[src/rtl/regas_pkg.sv]
// Shared constants for the irrigation-status display: channel codes, glyphs
// and the counter-width helper used by the scanning logic.
package regas_pkg;

  localparam int SEG_W = 7;

  // Channel code is {gotejamento, aspersao}.
  typedef enum logic [1:0] {
    COD_NENHUM      = 2'b00,
    COD_ASPERSAO    = 2'b01,
    COD_GOTEJAMENTO = 2'b10,
    COD_INVALIDO    = 2'b11
  } codigo_e;

  // Segment order is {G,F,E,D,C,B,A}, active-high.
  localparam logic [SEG_W-1:0] GLIFO_NENHUM      = 7'h3F;
  localparam logic [SEG_W-1:0] GLIFO_GOTEJAMENTO = 7'h46;
  localparam logic [SEG_W-1:0] GLIFO_ASPERSAO    = 7'h08;
  localparam logic [SEG_W-1:0] GLIFO_INVALIDO    = 7'h40;
  localparam logic [SEG_W-1:0] GLIFO_APAGADO     = 7'h00;

  // Register width able to hold 0..n-1, never narrower than one bit.
  function automatic int largura(input int n);
    return (n > 1) ? $clog2(n) : 1;
  endfunction

endpackage

[src/rtl/glifo_rega.sv]
// Combinational decoder from a channel code plus blink phase to a 7-segment
// glyph; only the invalid code blinks.
module glifo_rega
  import regas_pkg::*;
(
  input  codigo_e           codigo_i,
  input  logic              fase_i,
  output logic [SEG_W-1:0]  glifo_o
);

  always_comb begin
    // NOTE: every output of a combinational block gets a default first so no
    // path leaves it unassigned, which would otherwise infer a latch.
    glifo_o = GLIFO_NENHUM;
    unique case (codigo_i)
      COD_NENHUM:      glifo_o = GLIFO_NENHUM;
      COD_GOTEJAMENTO: glifo_o = GLIFO_GOTEJAMENTO;
      COD_ASPERSAO:    glifo_o = GLIFO_ASPERSAO;
      COD_INVALIDO:    glifo_o = fase_i ? GLIFO_APAGADO : GLIFO_INVALIDO;
      default:         glifo_o = GLIFO_NENHUM;
    endcase
  end

endmodule

[src/rtl/display_rega_multi.sv]
// Multiplexed 7-segment display of per-channel irrigation status, with
// input synchronisation, frame-consistent snapshots, blink and error flags.
module display_rega_multi
  import regas_pkg::*;
#(
  parameter int CANAIS        = 4,
  parameter int DIV_VARREDURA = 50000,
  parameter int DIV_PISCA     = 64
) (
  input  logic              clk,
  input  logic              rst_n,
  input  logic [CANAIS-1:0] gotejamento,
  input  logic [CANAIS-1:0] aspersao,
  input  logic              habilita,
  input  logic              limpa_erro,
  output logic [SEG_W-1:0]  seg,
  output logic [CANAIS-1:0] an,
  output logic              erro_ativo,
  output logic              erro_retido
);

  localparam int IDX_W = largura(CANAIS);
  localparam int PRE_W = largura(DIV_VARREDURA);
  localparam int FRM_W = largura(DIV_PISCA);

  localparam logic [IDX_W-1:0] IDX_ULT = IDX_W'(CANAIS - 1);
  localparam logic [PRE_W-1:0] PRE_ULT = PRE_W'(DIV_VARREDURA - 1);
  localparam logic [FRM_W-1:0] FRM_ULT = FRM_W'(DIV_PISCA - 1);

  logic [CANAIS-1:0] got_meta_q, got_sync_q, asp_meta_q, asp_sync_q;
  logic [CANAIS-1:0] snap_got_q, snap_got_d, snap_asp_q, snap_asp_d;
  logic [PRE_W-1:0]  presc_q, presc_d;
  logic [IDX_W-1:0]  idx_q, idx_d;
  logic [FRM_W-1:0]  frame_q, frame_d;
  logic              fase_q, fase_d;
  logic [CANAIS-1:0] an_q, an_d;
  logic [SEG_W-1:0]  seg_q, seg_d;
  logic              erro_ativo_q, erro_ativo_d;
  logic              erro_retido_q, erro_retido_d;
  logic              tick, wrap;
  codigo_e           codigo_atual;
  logic [SEG_W-1:0]  glifo_atual;

  // Two-flop synchronisers for the request inputs, which arrive unclocked.
  always_ff @(posedge clk or negedge rst_n) begin
    if (!rst_n) begin
      got_meta_q <= '0;
      got_sync_q <= '0;
      asp_meta_q <= '0;
      asp_sync_q <= '0;
    end else begin
      // NOTE: sequential state uses non-blocking assignments so every flop
      // samples pre-edge values; blocking here would collapse the two stages.
      got_meta_q <= gotejamento;
      got_sync_q <= got_meta_q;
      asp_meta_q <= aspersao;
      asp_sync_q <= asp_meta_q;
    end
  end

  always_comb begin
    presc_d    = presc_q;
    idx_d      = idx_q;
    frame_d    = frame_q;
    fase_d     = fase_q;
    snap_got_d = snap_got_q;
    snap_asp_d = snap_asp_q;
    tick       = 1'b0;
    wrap       = 1'b0;

    if (!habilita) begin
      presc_d    = '0;
      idx_d      = '0;
      frame_d    = '0;
      snap_got_d = got_sync_q;
      snap_asp_d = asp_sync_q;
    end else begin
      tick    = (presc_q == PRE_ULT);
      wrap    = tick && (idx_q == IDX_ULT);
      presc_d = tick ? '0 : presc_q + 1'b1;
      if (tick) idx_d = wrap ? '0 : idx_q + 1'b1;
      // Data changes only at frame boundaries, so a frame never mixes states.
      if (wrap) begin
        snap_got_d = got_sync_q;
        snap_asp_d = asp_sync_q;
        frame_d    = (frame_q == FRM_ULT) ? '0 : frame_q + 1'b1;
        if (frame_q == FRM_ULT) fase_d = ~fase_q;
      end
    end

    an_d  = '1;
    seg_d = GLIFO_APAGADO;
    if (habilita) begin
      an_d[idx_q] = 1'b0;
      seg_d       = glifo_atual;
    end

    erro_ativo_d  = |(snap_got_q & snap_asp_q);
    erro_retido_d = erro_ativo_q | (erro_retido_q & ~limpa_erro);
  end

  assign codigo_atual = codigo_e'({snap_got_q[idx_q], snap_asp_q[idx_q]});

  glifo_rega u_glifo (
    .codigo_i (codigo_atual),
    .fase_i   (fase_q),
    .glifo_o  (glifo_atual)
  );

  always_ff @(posedge clk or negedge rst_n) begin
    if (!rst_n) begin
      snap_got_q    <= '0;
      snap_asp_q    <= '0;
      presc_q       <= '0;
      idx_q         <= '0;
      frame_q       <= '0;
      fase_q        <= 1'b0;
      an_q          <= '1;
      seg_q         <= GLIFO_APAGADO;
      erro_ativo_q  <= 1'b0;
      erro_retido_q <= 1'b0;
    end else begin
      snap_got_q    <= snap_got_d;
      snap_asp_q    <= snap_asp_d;
      presc_q       <= presc_d;
      idx_q         <= idx_d;
      frame_q       <= frame_d;
      fase_q        <= fase_d;
      an_q          <= an_d;
      seg_q         <= seg_d;
      erro_ativo_q  <= erro_ativo_d;
      erro_retido_q <= erro_retido_d;
    end
  end

  assign seg         = seg_q;
  assign an          = an_q;
  assign erro_ativo  = erro_ativo_q;
  assign erro_retido = erro_retido_q;

endmodule

[config.mk]
export PLATFORM = sky130hd
export DESIGN_NAME = display_rega_multi
export DESIGN_NICKNAME = d
export VERILOG_FILES = /design/src/rtl/regas_pkg.sv /design/src/rtl/glifo_rega.sv /design/src/rtl/display_rega_multi.sv
export SDC_FILE = /design/constraint.sdc
export NUM_CORES = 1
export LEC_CHECK = 0
export CAP_MARGIN = 20
export CORE_UTILIZATION = 45
export DETAILED_ROUTE_END_ITERATION = 10
export GPL_TIMING_DRIVEN = 0
export PLACE_DENSITY = 0.71
export SLEW_MARGIN = 25
export SYNTH_ARGS = -nofsm -noshare
export SYNTH_HDL_FRONTEND = slang
export SYNTH_SLANG_ARGS = --single-unit
export TNS_END_PERCENT = 100
[constraint.sdc]
create_clock -name clk -period 3.7 [get_ports clk]
set_input_delay 1.11 -clock clk [delete_from_list [all_inputs] [get_ports clk]]
set_output_delay 1.11 -clock clk [all_outputs]
set_load 0.02 [all_outputs]
==> results of run 1 <==
==> power by group <==
group          switching [mW]  internal [mW]  total, mW
sequential             0.0149          0.673      0.688
combinational          0.0471         0.0524     0.0995
clock                   0.260          0.308      0.567
total                   0.322           1.03       1.35
==> area by class of cell <==
class	count	area (µm²)	area share, %
inverters	6	22.52	0.7547
multi-input cells	123	878.3	29.43
plain buffers	8	56.30	1.887
repair buffers	25	265.3	8.889
clock buffers	9	123.9	4.151
flip-flops and latches	59	1481	49.64
well taps	70	87.58	2.935
clock inverters	7	68.82	2.306
==> logic make-up (layout without fill, tap and decap cells) <==
logic type / count (synthesis) / count (layout)
mux: 15 / 15
simple gates: 76 / 76
fa+ha+maj: 6 / 6
flops: 59 / 59
xor+xnor: 15 / 15
buf+inv: 14 / 55
compound gates: 11 / 11
==> flip-flops by register name, summed over array words and instances, names as in the netlist <==
register     cells
presc_q         16
frame_q          6
an               4
asp_meta_q       4
asp_sync_q       4
got_meta_q       4
got_sync_q       4
seg              4
snap_asp_q       4
snap_got_q       4
idx_q            2
erro_ativo       1
erro_retido      1
fase_q           1
==> worst paths after layout <==
path	from	to	slack (ps)	cells past startpoint
worst max-delay path	an[3]	an[3]	1140	1
worst min-delay path	asp_meta_q[1]	asp_sync_q[1]	340	0
worst max register to register	presc_q[13]	snap_asp_q[2]	1360	5
worst min register to register	asp_meta_q[1]	asp_sync_q[1]	340	0
max in group asynchronous	rst_n	an[3]	2640	2
min in group asynchronous	rst_n	seg[3]	560	1
==> synthesized netlist by cell type (3+ instances only) <==
| cell | number |
|---|---|
| clkbuf_1 | 3 |
| dfrtp_1 | 55 |
| nand3_1 | 6 |
| xnor2_1 | 13 |
| nand2b_1 | 4 |
| mux2i_1 | 5 |
| ha_1 | 6 |
| nor4_1 | 3 |
| nor3_1 | 3 |
| nor2_1 | 18 |
| a21oi_1 | 5 |
| nand4_1 | 6 |
| mux2_2 | 8 |
| nand2_1 | 15 |
| inv_1 | 6 |
| buf_4 | 3 |
| nor2b_1 | 7 |
| dfstp_2 | 4 |
==> stage by stage <==
step / util [%] / power, mW / hold slack (ps)
after CTS: 57.69 / 1.376 / 350.3
final: 57.69 / 1.355 / 344.2
after global placement: 53.48 / 0.7950 / 332.7
after global routing: 57.69 / 1.414 / 354.7
after detailed placement: 53.97 / 0.8018 / 335.6
after floorplan: - / 0.7439 / 331.2
==> layer usage <==
metal,vias up,GRT usage (%)
met5,-,0
met4,0,10.49
met3,8,6.746
met2,33,24.60
met1,748,20.30
li1,743,-
==> key figures, run 1 <==
Die
  • IO Pins: 25
  • Die Width: 75.62 µm
  • Die Span Y: 75.62 µm
  • Core Footprint: 5172 µm²
  • Rows: 26
  • Initial Util: 47.15%
  • Full die area: 5718 µm²

Routing
  • Met2 WL: 1.802 mm
  • Top sig layer: met4
  • Routed Antenna Nets: 0
  • Initial drt markers: 77
  • DR pass1 iterations: 6
  • Metal3 WL: 171 µm
  • M1 wire length: 1.820 mm
  • Vias: 1532
  • Final wirelength: 3.903 mm
  • DR DRC count: 0
  • Via density: 4.990
  • DR WL/cell: 12.71 µm

Setup path
  • Crit path DAT: 1450 ps
  • Worst Path Buf+Inv: 1
  • Crit-path cells: clkdlybuf4s50_1
  • Critical path type: reg -> out
  • Startpoint types: register
  • Worst-path fanout max: 1
  • CP max stage cell: clkdlybuf4s50_1
  • Crit. End Element: output port
  • Crit path max-delay family: buffers and inverters
  • Max incr delay on CP: 590 ps
  • Critical Path RT: 2590 ps

Synth
  • Post-synthesis compound-gate area fraction: 2.771%
  • Area leader, netlist: dfrtp_1
  • #FFs+latches synth: 59
  • Syn_nets: 214
  • Largest cells by area after synthesis: dfrtp_1 (56%), xnor2_1 (4.7%), dfstp_2 (4.3%), mux2_2 (3.7%), ha_1 (3.1%)
  • Cell Area, Synth: 2439 µm²
  • Yosys warnings: 0
  • Synth Area in XOR/XNOR: 5.387%
  • Simple-Gate Fraction of Synth Area: 17.19%
  • FFs w/ async S/R, synth: 100.0%
  • Multiplexer share of the synthesized area: 7.594%
  • Adder-cell share of the synthesized area: 3.079%
  • Share of the synthesized area in the top cell type: 56.44%
  • Synth Instances: 196
  • Cell variety after synth: 36
  • EDFF count, synth: 0
  • Sequential share of the synthesized area: 60.75%
  • Ys flop type: dfrtp_1
  • Largest family of logic cells by synthesized area: simple AND/OR/NAND/NOR gates
  • Synthesized area per cell: 12.44 µm²

Clock network
  • CTS Root Cell: clkbuf_8
  • Setup repair bufs after CTS: 0
  • CTS clk-pin slew, worst paths: 70 ps
  • Clock Latency Late Sink: 340 ps
  • CTS tree: done
  • Hold_buf cts: 0
  • Level count of the clock H-tree: 3
  • PostCTS Resize Cnt: 0
  • Longest Clk Path Bufs: 2
  • CTS Buf Count: 9
  • Clk sink count: 59

Global routing
  • First-pass GRT wire length: 6.610 mm
  • GRT Total Usage: 16.63%
  • Largest net degree at the start of global routing: 57
  • Grt ovf: 0
  • Number of global-route vias before repair: 1425
  • Antenna violations before repair: 0

Outcome
  • Status: finished, final reports clean

STA
  • Final setup fails: 0
  • Fin. Hold Viols: 0
  • Setup ws final: 1139 ps
  • Max-slew violation count: 0
  • Final setup TNS: 0 ps
  • Part of the cycle the worst path needs: 69.21%
  • Worst-margin pin slew: 521.1 ps
  • Slew Limit Headroom: 65.00%
  • RSZ-0062 raised after global routing: no
  • Fmax achieved: 390.5 MHz
  • Layout Skew: 6.555 ps
  • Final min period: 2561 ps

Placed design
  • Port buffer count: 24
  • Final GP Congestion: 0.7631
  • Setup WS pre-CTS: 947.4 ps
  • Dpl hpwl: 2.532 mm
  • Dpl cells: 291
  • Placement Cell Area: 2791 µm²

Cells and area
  • Most frequent cells in the layout: dfrtp_1 (55), clkdlybuf4s50_1 (23), nor2_1 (18)
  • P&R area growth vs syn: 22.37%
  • # diodes: 0
  • # fillers: 420
  • NumNets Final: 250
  • Design area: 2984 µm²
  • Non-Filler Instances: 307
  • Fraction of layout instances using a drive strength above 1: 17.30%
  • Leading cell type in the layout, fill and taps excluded: dfrtp_1

Power and ir drop
  • Leak pwr: 1.267 nW
  • Maximum VDD drop: 0.3251 mV
  • PD cells: 453.9 nW/µm²

Min path
  • Hold crit path type: reg -> reg

Flow run
  • Max-cap violations: 0
No activity file was read; power rests on OpenSTA's default activity.
==> inputs of run 2 (changes only) <==
Clock period 3.7 ns to 2.6 ns, I/O delays scaled along.
==> results of run 2 <==
The final DEF is identical to that of run 1. Status: finished, final reports clean.
Main changes from that run: setup slack after placement 947.4 ps -> 177.4 ps; setup slack after layout 1139 ps -> 263.9 ps; hold slack 344.2 ps -> 228.5 ps; start point of the critical path an[3] -> presc_q[13]; end point of the critical path an[3] -> snap_asp_q[2]; register-to-register setup slack 1360 ps -> 260 ps; total power 1.355 mW -> 1.928 mW; worst IR drop on VDD 0.3251 mV -> 0.4626 mV
